File: src/rtl/matmul_pkg.sv
// Shared widths, FSM states and entry-code mapping for the 2x2 matrix sequencer.
// MATMUL_SIGNED_EN (see matmul_mac) switches element arithmetic to two's complement.
package matmul_pkg;

    localparam int ELEM_W = 4;
    localparam int RES_W  = 9;
    localparam int TERMS  = 8;

    typedef enum logic [1:0] {
        IDLE,
        ACC,
        DONE
    } state_t;

    function automatic logic [2:0] entry_code(input logic [1:0] e);
        return {e[1], 1'b0, e[0]};
    endfunction

endpackage

File: src/rtl/matmul_mac.sv
// Multiply-accumulate for one partial-product term of the 2x2 product.
// MATMUL_SIGNED_EN: sign-extend elements; otherwise they are zero-extended.
import matmul_pkg::*;

module matmul_mac (
    input  logic [ELEM_W-1:0] element_a,
    input  logic [ELEM_W-1:0] element_b,
    input  logic              clear,
    input  logic [RES_W-1:0]  acc,
    output logic [RES_W-1:0]  acc_next
);

    logic [RES_W-1:0] ext_a;
    logic [RES_W-1:0] ext_b;
    logic [RES_W-1:0] prod;

`ifdef MATMUL_SIGNED_EN
    assign ext_a = {{(RES_W-ELEM_W){element_a[ELEM_W-1]}}, element_a};
    assign ext_b = {{(RES_W-ELEM_W){element_b[ELEM_W-1]}}, element_b};
`else
    assign ext_a = {{(RES_W-ELEM_W){1'b0}}, element_a};
    assign ext_b = {{(RES_W-ELEM_W){1'b0}}, element_b};
`endif

    // Low RES_W bits of the product are exact in both encodings.
    assign prod     = ext_a * ext_b;
    assign acc_next = (clear ? '0 : acc) + prod;

endmodule

File: src/rtl/matmul_sequencer.sv
// Steps the A/B selector entry codes through eight terms and packs C = A x B.
// Signed element arithmetic is selected by MATMUL_SIGNED_EN inside matmul_mac.
import matmul_pkg::*;

module matmul_sequencer (
    input  logic                clk,
    input  logic                rst,
    input  logic                start,
    input  logic                hold,
    output logic [2:0]          entry_a,
    output logic [2:0]          entry_b,
    input  logic [ELEM_W-1:0]   element_a,
    input  logic [ELEM_W-1:0]   element_b,
    output logic [4*RES_W-1:0]  matrixC,
    output logic                busy,
    output logic                done
);

    state_t           state;
    logic [2:0]       t;
    logic [2:0]       t_nxt;
    logic [RES_W-1:0] acc;
    logic [RES_W-1:0] acc_next;

    assign t_nxt = t + 3'd1;

    matmul_mac u_mac (
        .element_a (element_a),
        .element_b (element_b),
        .clear     (~t[0]),
        .acc       (acc),
        .acc_next  (acc_next)
    );

    always_ff @(posedge clk or posedge rst) begin
        if (rst) begin
            state   <= IDLE;
            t       <= '0;
            acc     <= '0;
            entry_a <= '0;
            entry_b <= '0;
            matrixC <= '0;
            busy    <= 1'b0;
            done    <= 1'b0;
        end else begin
            unique case (state)
                IDLE: begin
                    if (start) begin
                        t       <= '0;
                        acc     <= '0;
                        matrixC <= '0;
                        entry_a <= entry_code(2'b00);
                        entry_b <= entry_code(2'b00);
                        busy    <= 1'b1;
                        state   <= ACC;
                    end
                end
                ACC: begin
                    if (!hold) begin
                        acc <= acc_next;
                        // k==1 closes the dot product for C[i][j]
                        if (t[0]) begin
                            for (int e = 0; e < 4; e++) begin
                                if (e[1:0] == {t[2], t[1]})
                                    matrixC[RES_W*e +: RES_W] <= acc_next;
                            end
                        end
                        if (t == 3'(TERMS-1)) begin
                            busy  <= 1'b0;
                            done  <= 1'b1;
                            state <= DONE;
                        end else begin
                            t       <= t_nxt;
                            entry_a <= entry_code({t_nxt[2], t_nxt[0]});
                            entry_b <= entry_code({t_nxt[0], t_nxt[1]});
                        end
                    end
                end
                DONE: begin
                    done  <= 1'b0;
                    state <= IDLE;
                end
                default: state <= IDLE;
            endcase
        end
    end

endmodule

File: config.mk
export PLATFORM = sky130hd
export DESIGN_NAME = matmul_sequencer
export DESIGN_NICKNAME = d
export VERILOG_FILES = /design/src/rtl/matmul_pkg.sv /design/src/rtl/matmul_mac.sv /design/src/rtl/matmul_sequencer.sv
export SDC_FILE = /design/constraint.sdc
export NUM_CORES = 1
export LEC_CHECK = 0
export CAP_MARGIN = 10
export CORE_MARGIN = 2
export CORE_UTILIZATION = 58
export DETAILED_ROUTE_END_ITERATION = 7
export PLACE_DENSITY_LB_ADDON = 0.15
export SETUP_SLACK_MARGIN = 0.5
export SLEW_MARGIN = 20
export SYNTH_ARGS = -nofsm -noshare
export SYNTH_HDL_FRONTEND = slang
export SYNTH_SLANG_ARGS = --single-unit
File: constraint.sdc
create_clock -name clk -period 7.1 [get_ports clk]
set_clock_uncertainty 0.05 [all_clocks]
set_input_delay 1.42 -clock clk [delete_from_list [all_inputs] [get_ports clk]]
set_output_delay 1.42 -clock clk [all_outputs]
set_load 0.01 [all_outputs]
==> impl_metrics.ini <==
[outcome]
status = complete, no violations

[sta]
relSlewSlack_pct = 29.9
layout_min_cycle_time_ps = 5390
grt_setup_unrepaired = no
max_freq_ghz = 0.185
timing.final.crit_share_pct = 75.9
setup_tns_ps = 0
setup_viol = 0
worstMarginPinSlew_ps = 1050
finalMaxSlewViolations = 0
timing_hold_violations_final = 0

[critical_path]
cp_max_fo = 7
crit_type = input port to flop
crit_required_ps = 7280
critPathCaptureType = flop
slowest_delay_ps = 550
critPathBufInv = 2
crit_chain = clkdlybuf4s50_1 -> nand2_1 -> fa_1 -> inv_1 -> fa_1 -> ha_1 -> a21o_1 -> a21oi_1 -> or4_1 -> o2111ai_1 -> ha_1 -> or3b_1 -> a21oi_1 -> nor2_1 -> a31oi_1
critical_path.startpoint_type = input port
cp.arrival_ps = 5570
critPathTopFamily = adder cells
critical_path.slowest_cell = fa_1

[global_routing]
grt_pass1_wl_um = 12800
grt_pass1_vias = 2742
antenna_found_initial = 0
grt_max_degree = 53
overflow = 0
grt.total_usage_pct = 26.0

[place]
io_buffers = 53
dpl.hpwl_um = 5670
gp_congestion = 0.905
dpl.cell_count = 462

[floorplan]
ios = 56
start_util_pct = 59.7
row_count = 27
chipWidth_um = 79.3
core_area_um2 = 5510
die_height_um = 79.3
dieArea_um2 = 6290

[power_and_ir_drop]
power_density_nw_per_um2 = 426
ir_drop_mv = 0.328
p_leak_nw = 1.78

[synth]
synthesis.area_um2 = 3290
synthFlopType = dfrtp_1
synth_area_leader_cell = dfrtp_1
syn_inst = 353
seq_area_frac_synth_pct = 39.6
synth_area_per_cell_um2 = 9.32
async_reset_ff_share_pct = 100
yosysTopAreaCellShare_pct = 39.6
yosysUniqueCellTypes = 57
synthTopCellsByCount = dfrtp_1, nand2_1, ha_1
ys_ff_latch = 52
netlist_top_cells_area = dfrtp_1, ha_1, nand2_1
yosysWarnings = 0
synth_edf_count = 0

[routing]
wl_um = 7640
firstDrtPassIters = 4
routed_via_density = 5.93
drtIter0Drc = 184
wl_per_cell_um = 16.3
route.detailed.drc = 0
antenna_left = 0
via_count = 2788

[worst_hold_path]
hold_class = flop to flop

[finish]
nNetsFinal = 436
fin_cells = 470
area_growth_pct = 19.1
num_antenna_cells = 0
drive_gt1_share_pct = 5.53

[cts]
clockBufferDepth = 2
htree_levels = 2
cts_setup_buffers = 0
cts_hold_buf = 0
cts_num_sinks = 52
cts_resized = 0
cts-root-buf = clkbuf_8
clkLatencyLatePin_ps = 320
cts_tree = yes
cts_buffers = 5
path_clk_slew_ps = 110

[flow_run]
maxCapViolations = 0
==> state kept, by name, summed over array words and instances, names as in the netlist <==
signal and count:
acc 9, busy 1, done 1, entry_a 1, matrixC 36, state 2
t 2
==> power by group <==
group          total, W  internal [W]  switching, W
clock          0.000185     0.0000721      0.000113
sequential     0.000525      0.000426     0.0000986
combinational  0.000960      0.000430      0.000530
==> metrics by stage <==
step	cell area [um2]	setup slack [ps]	util, %	total power [W]	hold slack, ps
after floorplan	3290	2250	-	0.00113	390
after global placement	3820	1510	69.3	0.00146	406
after detailed placement	3820	1450	69.3	0.00148	418
after CTS	3910	1720	71.0	0.00167	442
after global routing	3920	1410	71.2	0.00180	456
final	3920	1710	71.2	0.00167	437
==> per-layer routing <==
layer	track usage, %	vias to the layer above	share of wire [%]
met5	0	-	0
met4	7.59	0	1.6
met3	4.32	14	4.9
met2	41.4	82	47
met1	36.7	1344	46
li1	-	1348	-
==> final timing paths <==
kind	startpoint	to	slack [ps]	cells past startpoint
max	element_a[0]	matrixC[34]	1710	15
min	matrixC[11]	matrixC[11]	440	2
max reg2reg	t[0]	acc[6]	4090	8
min reg2reg	matrixC[11]	matrixC[11]	440	2
max in group asynchronous	rst	entry_a[2]	4960	2
min in group asynchronous	rst	matrixC[4]	1510	2
==> worst reg2reg max path: stages (launching register included) <==
cell and delay [ps]:
dfrtp_1 740, and2_1 220, ha_1 210, inv_1 70, fa_1 390, nand2b_1 250
a211oi_1 590, nor4b_1 140, a211o_1 250
==> cell usage in the layout, fill, tap and decap left out, types with 3 or more instances in the layout <==
cell type and count:
o31ai_1 5, o211ai_1 9, o21ai_0 13, mux2_1 5, nand3_1 10, nand2b_1 6
and3_1 3, o221a_2 4, clkdlybuf4s50_1 53, a211o_1 3, nor3b_1 3, dfrtp_1 52
xnor2_1 4, a21oi_1 8, inv_1 19, nor2b_1 4, and2_1 21, nor3_1 3
clkbuf_8 5, ha_1 22, nand4_1 9, nand2_1 52, a21o_1 4, o221ai_1 4
o21ai_1 8, a211oi_1 3, a31oi_1 7, nor2_1 19, fa_1 5
==> layout make-up <==
class / instances / area (um2)
Multi-Input combinational cell: 264 / 1820
Fill cell: 457 / 1590
Sequential cell: 52 / 1300
Timing Repair Buffer: 53 / 531
Tap cell: 72 / 90.1
Inverter: 21 / 80.1
Clock buffer: 5 / 68.8
Clock inverter: 3 / 26.3
==> cells by family (layout without fill, tap and decap cells) <==
logic type	Yosys count	count (layout)	synth area share [%]
AOI/OAI and AO/OA	81	81	17.7
xor gates and xnor gates	4	4	1.06
adders and majority gates	27	27	11.4
buffers and inverters	38	82	5.36
DFF	52	52	39.6
muxes	8	8	2.66
other	1	2	0.114
and+or+nand+nor	142	142	22.1
Note: power is estimated with default switching activity, not from simulation.
